==> config.mk <==
export PLATFORM = sky130hd
export DESIGN_NAME = data_mem_responder_flat
export DESIGN_NICKNAME = d
export VERILOG_FILES = /design/src/rtl/dmr_pkg.sv /design/src/rtl/dmr_if.sv /design/src/rtl/dmr_mem_array.sv /design/src/rtl/data_mem_responder.sv /design/src/flat_wrapper.sv
export SDC_FILE = /design/constraint.sdc
export NUM_CORES = 2
export LEC_CHECK = 0
export ABC_AREA = 1
export CORE_ASPECT_RATIO = 1.2
export CORE_MARGIN = 2
export CORE_UTILIZATION = 45
export DETAILED_ROUTE_END_ITERATION = 12
export PLACE_DENSITY = 0.71
export SYNTH_ARGS = -nofsm -noshare
export SYNTH_HDL_FRONTEND = slang
export SYNTH_SLANG_ARGS = --single-unit
export TNS_END_PERCENT = 20
==> constraint.sdc <==
create_clock -name clk -period 44.5 [get_ports clk]
set_clock_uncertainty 0.1 [all_clocks]
set_input_delay 11.125 -clock clk [delete_from_list [all_inputs] [get_ports clk]]
set_output_delay 11.125 -clock clk [all_outputs]
set_load 0.02 [all_outputs]
==> src/rtl/dmr_pkg.sv <==
// Shared types and constants for the data-memory responder.
package dmr_pkg;

    localparam int WORD_W      = 32;
    localparam int BYTE_W      = 8;
    localparam int N_LANES     = WORD_W / BYTE_W;
    localparam int MAX_LATENCY = 15;
    localparam int CNT_W       = 4;

    typedef enum logic [1:0] {
        IDLE = 2'd0,
        WAIT = 2'd1,
        RESP = 2'd2
    } state_t;

    // Old bytes where the lane enable is clear, new bytes where it is set.
    function automatic logic [WORD_W-1:0] merge_bytes(
        input logic [WORD_W-1:0]  old_word,
        input logic [WORD_W-1:0]  new_word,
        input logic [N_LANES-1:0] wen
    );
        logic [WORD_W-1:0] merged;
        merged = old_word;
        for (int i = 0; i < N_LANES; i++) begin
            if (wen[i]) merged[i*BYTE_W +: BYTE_W] = new_word[i*BYTE_W +: BYTE_W];
        end
        return merged;
    endfunction

endpackage

==> src/rtl/dmr_if.sv <==
// Request/response handshake bundle between the CPU data port and the responder.
interface dmr_if;
    import dmr_pkg::*;

    logic                req_valid;
    logic                req_ready;
    logic [N_LANES-1:0]  req_wen;
    logic [WORD_W-1:0]   req_addr;
    logic [WORD_W-1:0]   req_wdata;
    logic                resp_valid;
    logic                resp_ready;
    logic [WORD_W-1:0]   resp_rdata;
    logic                resp_err;

    modport master (
        output req_valid, req_wen, req_addr, req_wdata, resp_ready,
        input  req_ready, resp_valid, resp_rdata, resp_err
    );

    modport slave (
        input  req_valid, req_wen, req_addr, req_wdata, resp_ready,
        output req_ready, resp_valid, resp_rdata, resp_err
    );

endinterface

==> src/rtl/dmr_mem_array.sv <==
// Word-addressed register array with byte-lane writes and two async read ports.
module dmr_mem_array
    import dmr_pkg::*;
#(
    parameter int ADDR_W = 5
) (
    input  logic               clk,
    input  logic               reset,
    input  logic [ADDR_W-1:0]  addr,
    input  logic [N_LANES-1:0] wen,
    input  logic [WORD_W-1:0]  wdata,
    output logic [WORD_W-1:0]  rdata,
    input  logic [ADDR_W-1:0]  test_addr,
    output logic [WORD_W-1:0]  test_data
);
    localparam int DEPTH = 2 ** ADDR_W;

    logic [WORD_W-1:0] mem [DEPTH];

    // NOTE: the whole array is cleared on reset, so it must stay a flop array
    // rather than map onto a RAM macro, which has no reset.
    always_ff @(posedge clk or posedge reset) begin
        if (reset) begin
            for (int i = 0; i < DEPTH; i++) mem[i] <= '0;
        end else begin
            for (int l = 0; l < N_LANES; l++) begin
                if (wen[l]) mem[addr][l*BYTE_W +: BYTE_W] <= wdata[l*BYTE_W +: BYTE_W];
            end
        end
    end

    assign rdata     = mem[addr];
    assign test_data = mem[test_addr];

endmodule

==> src/rtl/data_mem_responder.sv <==
// Responder end of the CPU data-memory bus: valid/ready request, programmable
// access latency, held response, plus a combinational debug read port.
module data_mem_responder
    import dmr_pkg::*;
#(
    parameter int ADDR_W  = 5,
    parameter int LATENCY = 2
) (
    input  logic              clk,
    input  logic              reset,
    dmr_if.slave              bus,
    input  logic [ADDR_W-1:0] test_addr,
    output logic [WORD_W-1:0] test_data
);
    localparam logic [CNT_W-1:0] CNT_INIT = CNT_W'(LATENCY - 1);

    state_t             state, state_nxt;
    logic [CNT_W-1:0]   cnt;
    logic [WORD_W-1:0]  hold_addr, hold_wdata;
    logic [N_LANES-1:0] hold_wen;
    logic [WORD_W-1:0]  rdata_q;
    logic               err_q;
    logic [WORD_W-1:0]  cur_word;
    logic [N_LANES-1:0] mem_wen;
    logic               accept, commit, addr_err;
    logic               req_ready_c, resp_valid_c;

    assign accept   = (state == IDLE) && bus.req_valid;
    assign commit   = (state == WAIT) && (cnt == '0);
    assign addr_err = (hold_addr[1:0] != 2'b00) || (hold_addr[WORD_W-1:ADDR_W+2] != '0);
    // Errored requests must never touch storage.
    assign mem_wen  = (commit && !addr_err) ? hold_wen : '0;

    dmr_mem_array #(.ADDR_W(ADDR_W)) u_mem (
        .clk       (clk),
        .reset     (reset),
        .addr      (hold_addr[ADDR_W+1:2]),
        .wen       (mem_wen),
        .wdata     (hold_wdata),
        .rdata     (cur_word),
        .test_addr (test_addr),
        .test_data (test_data)
    );

    // NOTE: sequential state is updated with non-blocking assignments so every
    // flop samples pre-edge values regardless of process ordering.
    always_ff @(posedge clk or posedge reset) begin
        if (reset) state <= IDLE;
        else       state <= state_nxt;
    end

    // NOTE: every signal written here gets a default first, so no path can
    // leave it unassigned and infer a latch.
    always_comb begin
        state_nxt    = state;
        req_ready_c  = 1'b0;
        resp_valid_c = 1'b0;
        case (state)
            IDLE: begin
                req_ready_c = 1'b1;
                if (bus.req_valid) state_nxt = WAIT;
            end
            WAIT: if (cnt == '0) state_nxt = RESP;
            RESP: begin
                resp_valid_c = 1'b1;
                if (bus.resp_ready) state_nxt = IDLE;
            end
            default: state_nxt = IDLE;
        endcase
    end

    always_ff @(posedge clk or posedge reset) begin
        if (reset) begin
            cnt        <= '0;
            hold_addr  <= '0;
            hold_wdata <= '0;
            hold_wen   <= '0;
            rdata_q    <= '0;
            err_q      <= 1'b0;
        end else begin
            if (accept) begin
                cnt        <= CNT_INIT;
                hold_addr  <= bus.req_addr;
                hold_wdata <= bus.req_wdata;
                hold_wen   <= bus.req_wen;
            end else if (state == WAIT && cnt != '0) begin
                cnt <= cnt - 1'b1;
            end
            // Response registers load only at commit and hold through RESP.
            if (commit) begin
                rdata_q <= addr_err ? '0 : merge_bytes(cur_word, hold_wdata, hold_wen);
                err_q   <= addr_err;
            end
        end
    end

    assign bus.req_ready  = req_ready_c;
    assign bus.resp_valid = resp_valid_c;
    assign bus.resp_rdata = rdata_q;
    assign bus.resp_err   = err_q;

endmodule

==> src/flat_wrapper.sv <==
// flat-port wrapper written by rule: the top's interface ports become plain ports
module data_mem_responder_flat import dmr_pkg::*;
#(
    parameter int ADDR_W  = 5,
    parameter int LATENCY = 2
)
  (clk, reset, test_addr, test_data, bus_req_valid, bus_req_wen, bus_req_addr, bus_req_wdata, bus_resp_ready, bus_req_ready, bus_resp_valid, bus_resp_rdata, bus_resp_err);
  dmr_if bus_i ();
  input  logic clk;
  input  logic reset;
  input  logic [ADDR_W-1:0] test_addr;
  output logic [WORD_W-1:0] test_data;
  input wire logic [$bits(bus_i.req_valid)-1:0] bus_req_valid;
  input wire logic [$bits(bus_i.req_wen)-1:0] bus_req_wen;
  input wire logic [$bits(bus_i.req_addr)-1:0] bus_req_addr;
  input wire logic [$bits(bus_i.req_wdata)-1:0] bus_req_wdata;
  input wire logic [$bits(bus_i.resp_ready)-1:0] bus_resp_ready;
  output wire logic [$bits(bus_i.req_ready)-1:0] bus_req_ready;
  output wire logic [$bits(bus_i.resp_valid)-1:0] bus_resp_valid;
  output wire logic [$bits(bus_i.resp_rdata)-1:0] bus_resp_rdata;
  output wire logic [$bits(bus_i.resp_err)-1:0] bus_resp_err;
  assign bus_i.req_valid = bus_req_valid;
  assign bus_i.req_wen = bus_req_wen;
  assign bus_i.req_addr = bus_req_addr;
  assign bus_i.req_wdata = bus_req_wdata;
  assign bus_i.resp_ready = bus_resp_ready;
  assign bus_req_ready = bus_i.req_ready;
  assign bus_resp_valid = bus_i.resp_valid;
  assign bus_resp_rdata = bus_i.resp_rdata;
  assign bus_resp_err = bus_i.resp_err;
  data_mem_responder #(.ADDR_W(ADDR_W), .LATENCY(LATENCY)) u_core (.clk(clk), .reset(reset), .bus(bus_i), .test_addr(test_addr), .test_data(test_data));
endmodule
* Yosys cells after proc, flatten, opt, wreduce, memory -nomap -nowiden
Index checks and enable logic that the tools add are counted.
** Word-level totals
- Input port bits :: 77
- Flip-flop bits (word level) :: 1131
** Operators by class
- Equal/unequal tests :: 5
- Mux-type cells :: 36
- Bitwise operators :: 2
- Reductions and logical operators :: 14
- Add/subtract/negate cells :: 1
- $lt $le $gt $ge :: 3
** Operators by type and width (count)
- $bwmux W1024 :: 4
- $mux W1024 :: 4
- $demux W32 S5 :: 4
- $bmux W32 S5 :: 2
- $mux W32 :: 6
- $mux W8 :: 5
- $reduce_bool A25 Y1 :: 1
- $mux W24 :: 1
- $mux W16 :: 1
- $ge A6 B6 Y1 const B :: 2
- $mux W4 :: 3
- $not A5 Y6 :: 2
- $lt A6 B1 Y1 const B :: 1
- $mux W2 :: 3
- $pmux W2 S3 :: 1
- $logic_and A1 B1 Y1 :: 5
- $logic_not A4 Y1 :: 1
- $ne A2 B2 Y1 const B :: 2
- $reduce_bool A2 Y1 :: 2
- $reduce_bool A4 Y1 :: 1
- $sub A4 B1 Y4 const B :: 1
- $reduce_and A3 Y1 :: 1
- $eq A2 B1 Y1 const B :: 1
- $eq A2 B2 Y1 const B :: 1
- other kinds (5) :: 6

* Longest topological paths before layout
- Depth after elaboration :: 13
- Gate-level depth with buffers :: 15
- Mapped depth without buffers :: 11

* Hierarchy
Synthesis repeated with hierarchy kept, for this count alone.
** Unflattened totals
- Cells, all modules :: 8511
- Area, all modules :: 59902.5 um^2
** By module, submodules not included
- dmr_mem_array :: cells each 7915, times used 1, area an instance 55199.2 um^2, sequential area each 25624.6 um^2
- data_mem_responder :: cells each 596, times used 1, area an instance 4703.3 um^2, sequential area each 2677.6 um^2

* Worst setup path after synthesis
OpenSTA, ideal clock, no wires.
- Path kind :: input -> output
- From :: input test_addr[0]
- To :: output test_data[7]
- Stages on the path :: 11
- Path slack :: 20.732 ns
- Arrival :: 12.543 ns
- Path through :: clkbuf_1 -> clkbuf_1 -> clkbuf_1 -> a21oi_1 -> o21ai_0 -> nand3_1 -> nand2_1 -> nand2_1 -> nand2_1 -> nand2_1 -> nand2_1
** On the way
- Longest elaborated chain between the ends :: 4
** RTL lines
- start, declared :: line flat_wrapper.sv:11 : input logic [ADDR_W-1:0] test_addr;
- $not A5 Y6 (not written as such) :: line dmr_mem_array.sv:33 : assign test_data = mem[test_addr];
- $bmux W32 S5 :: line dmr_mem_array.sv:33
- $mux W32 (not written as such) (2 in series) :: line dmr_mem_array.sv:33
- end, declared :: line flat_wrapper.sv:12 : output logic [WORD_W-1:0] test_data;
No other way between the ends. The select of a mux whose other input is x is not followed.

* Final worst setup path
- From :: input test_addr[0]
- To :: output test_data[22]
Same word-level chain as after synthesis.

==> impl_metrics.env <==
export IMPL_start_util=0.453
export IMPL_grt_pass1_wl_mm=413
export IMPL_whs_ps=368
export IMPL_drc=0
export IMPL_yosys_warnings=0
export IMPL_grt_max_degree=224
export IMPL_p_int_mw=1.80
export IMPL_switchingPower_mw=1.46
export IMPL_maxCapViolCount=0
export IMPL_clk_path_buf_depth=3
export IMPL_cts_tree="yes"
export IMPL_endpoint="test_data[22]"
export IMPL_ios=144
export IMPL_wl_per_cell_um=22.4
export IMPL_utilization=0.491
export IMPL_nNetsFinal=10070
export IMPL_slew_headroom=0.164
export IMPL_hold_depth=2
export IMPL_slew_viol_final=0
export IMPL_cts_hold_buffers=0
export IMPL_crit_path_start="test_addr[0]"
export IMPL_slowest_delay_ps=960
export IMPL_power_mw=3.26
export IMPL_cpLargestDelayFamily="buffers and inverters"
export IMPL_powerDensity_nw_per_um2=44.1
export IMPL_netlist_area_um2=68100
export IMPL_drive_above_1_share=0.0430
export IMPL_cts_buffers=119
export IMPL_endpoint_kind="primary output"
export IMPL_die_w_um=359
export IMPL_max_freq_ghz=0.0375
export IMPL_setup_tns_ps=0
export IMPL_required_ps=33280
export IMPL_switching_share=0.448
export IMPL_synth_ff_latch_count=1131
export IMPL_synth_area_leaders="dfrtp_1, nand2_1, nand4_1"
export IMPL_wirelength_mm=271
export IMPL_final_cell_mix="nand2_1, dfrtp_1, nand4_1"
export IMPL_yosysTopAreaCell="dfrtp_1"
export IMPL_layout_commonest_cell="nand2_1"
export IMPL_grt_pass1_vias=67599
export IMPL_clockRootBuffer="clkbuf_16"
export IMPL_multiInputGateArea_um2=35500
export IMPL_first_pass_iters=8
export IMPL_reg2reg_to="u_core.u_mem.mem[754]$_DFFE_PP0P_"
export IMPL_cp_max_fo=158
export IMPL_gp_congestion=0.945
export IMPL_period_needed_ps=26700
export IMPL_cts_reportedPaths_clkPinSlew_ps=60
export IMPL_layout_setup_ws_ps=17800
export IMPL_placement_io_buffers=143
export IMPL_syn_inst=10486
export IMPL_cts_repair_resized=0
export IMPL_post_cts_buffers=0
export IMPL_syn2layout_area_growth_pct=8.58
export IMPL_fillers=14861
export IMPL_start_kind="input port"
export IMPL_syn_num_nets=10564
export IMPL_grt_use_total=0.339
export IMPL_reg2reg_depth=14
export IMPL_htree_levels=3
export IMPL_power_leakage_nw=38.5
export IMPL_vias_per_cell=6.15
export IMPL_combPwrFrac=0.319
export IMPL_finalCritPeriodShare=0.600
export IMPL_cts_sinks=1131
export IMPL_ir_drop_v=0.0000417
export IMPL_worst_path_buf_inv=4
export IMPL_path_class="input port to primary output"
export IMPL_worstSkewPairLatency_ps=790
export IMPL_dieHeight_um=430
export IMPL_synth_cell_types=25
export IMPL_ys_seq_area_frac=0.415
export IMPL_rows=156
export IMPL_design_core_area_um2=150000
export IMPL_yosys_area_top_type_share=0.415
export IMPL_ant_nets=0
export IMPL_globalRouteOverflowTotal=0
export IMPL_hpwl_mm=159
export IMPL_power_frac_seq=0.352
export IMPL_status="complete, no violations"
export IMPL_drtIter0Drc=11432
export IMPL_pwr_share_clk=0.329
export IMPL_r2r_setup_slack_ps=37160
export IMPL_r2r_start="u_core.state[0]$_DFFE_PP0P_"
export IMPL_cp_arrival_ps=15470
export IMPL_seq_area_um2=28300
export IMPL_path_cells="buf_8 -> inv_8 -> buf_4 -> nand2_1 -> nand3_1 -> nand3_1 -> a21oi_1 -> o21ai_0 -> nand2_1 -> clkdlybuf4s50_1"
export IMPL_vias=74250
export IMPL_rsz0062_at_grt="no"
export IMPL_pre_cts_ws_ps=17980
export IMPL_setup_viol=0
export IMPL_antenna_found_initial=7
export IMPL_holdCritPathClass="register to register"
export IMPL_hold_violations=0
export IMPL_critPathSlowestCell="buf_4"
export IMPL_tightest_slew_ps=1250
export IMPL_dieArea_um2=155000
export IMPL_avgSynthCellArea_um2=6.50
export IMPL_cp_num_cells=10
area by class of cell:
class / count / area share
Inverter: 220 / 0.0117
Tap cell: 1975 / 0.0334
Clock inverter: 57 / 0.00949
Clock buffer: 161 / 0.0461
Multi-Input combinational cell: 8222 / 0.479
Sequential cell: 1131 / 0.383
Timing Repair Buffer: 298 / 0.0368
Antenna cell: 2 / 0.0000677
worst min path at each step:
stage | startpoint | endpoint
final | u_core.u_mem.mem[123]$_DFFE_PP0P_ | u_core.u_mem.mem[123]$_DFFE_PP0P_
after detailed placement | u_core.u_mem.mem[383]$_DFFE_PP0P_ | u_core.u_mem.mem[383]$_DFFE_PP0P_
after global routing | u_core.u_mem.mem[40]$_DFFE_PP0P_ | u_core.u_mem.mem[40]$_DFFE_PP0P_
after CTS | u_core.cnt[3]$_DFFE_PP0P_ | u_core.cnt[3]$_DFFE_PP0P_
after global placement | u_core.cnt[3]$_DFFE_PP0P_ | u_core.cnt[3]$_DFFE_PP0P_
after floorplan | u_core.cnt[3]$_DFFE_PP0P_ | u_core.cnt[3]$_DFFE_PP0P_
Yosys cell counts (all sizes together):
cell and number:
nand2 5639, dfrtp 1131, nand4 1025, nand3 780
clkbuf 655, o21ai 348, buf 258, a21oi 223
inv 214, nor2 191, nor3 9, clkinv 6
o211ai 3, ha 1, nor4 1, o22ai 1
o31ai 1
routing by layer:
metal / routed length, µm / track usage / up-vias
li1: - / - / 33094
met4: 18100 / 0.205 / 4
met3: 35400 / 0.0902 / 1034
met1: 101000 / 0.442 / 34824
met5: 21 / 0 / -
met2: 117000 / 0.504 / 5294
flip-flops by register name, indices dropped and copies added (netlist names):
| name | count |
|---|---|
| u_core.hold_addr | 32 |
| u_core.state | 2 |
| u_core.hold_wen | 4 |
| u_core.hold_wdata | 32 |
| u_core.cnt | 4 |
| u_core.bus.resp_err | 1 |
| u_core.u_mem.mem | 1024 |
| u_core.bus.resp_rdata | 32 |
power by group through the flow:
stage / sequential, mW / combinational, mW / clock [mW]
2_1_floorplan: 1.10 / 0.646 / 0
3_3_place_gp: 1.16 / 0.980 / 0
3_5_place_dp: 1.16 / 0.985 / 0
4_1_cts: 1.14 / 0.986 / 1.08
5_1_grt: 1.15 / 1.06 / 1.12
6_report: 1.15 / 1.04 / 1.07
logic make-up (layout without fill, tap and decap cells):
logic type,after synthesis,in the layout,synth area share
AO/OA/AOI/OAI,576,576,0.0425
adder cells (fa/ha/maj),1,1,0.000184
buffers and inverters,1133,736,0.0658
flip-flops,1131,1131,0.415
other,0,2,0
AND/OR/NAND/NOR,7645,7645,0.476
worst register-to-register path: stages (launching register included):
cell	delay, ps
dfrtp_1	510
inv_1	80
nor2_1	410
nand4_2	120
buf_4	320
nor3_2	330
buf_12	610
buf_4	960
buf_4	630
buf_4	640
buf_4	710
buf_4	820
nand3_1	700
nand2_1	210
nand2_1	70
through the flow:
step | instance area, µm² | cells
after floorplan | 68100 | 10486
after CTS | 74000 | 12064
after global routing | 74000 | 12065
after detailed placement | 69800 | 11846
final | 74000 | 12066
after global placement | 69800 | 11846
No activity file was read; power rests on OpenSTA's default activity.
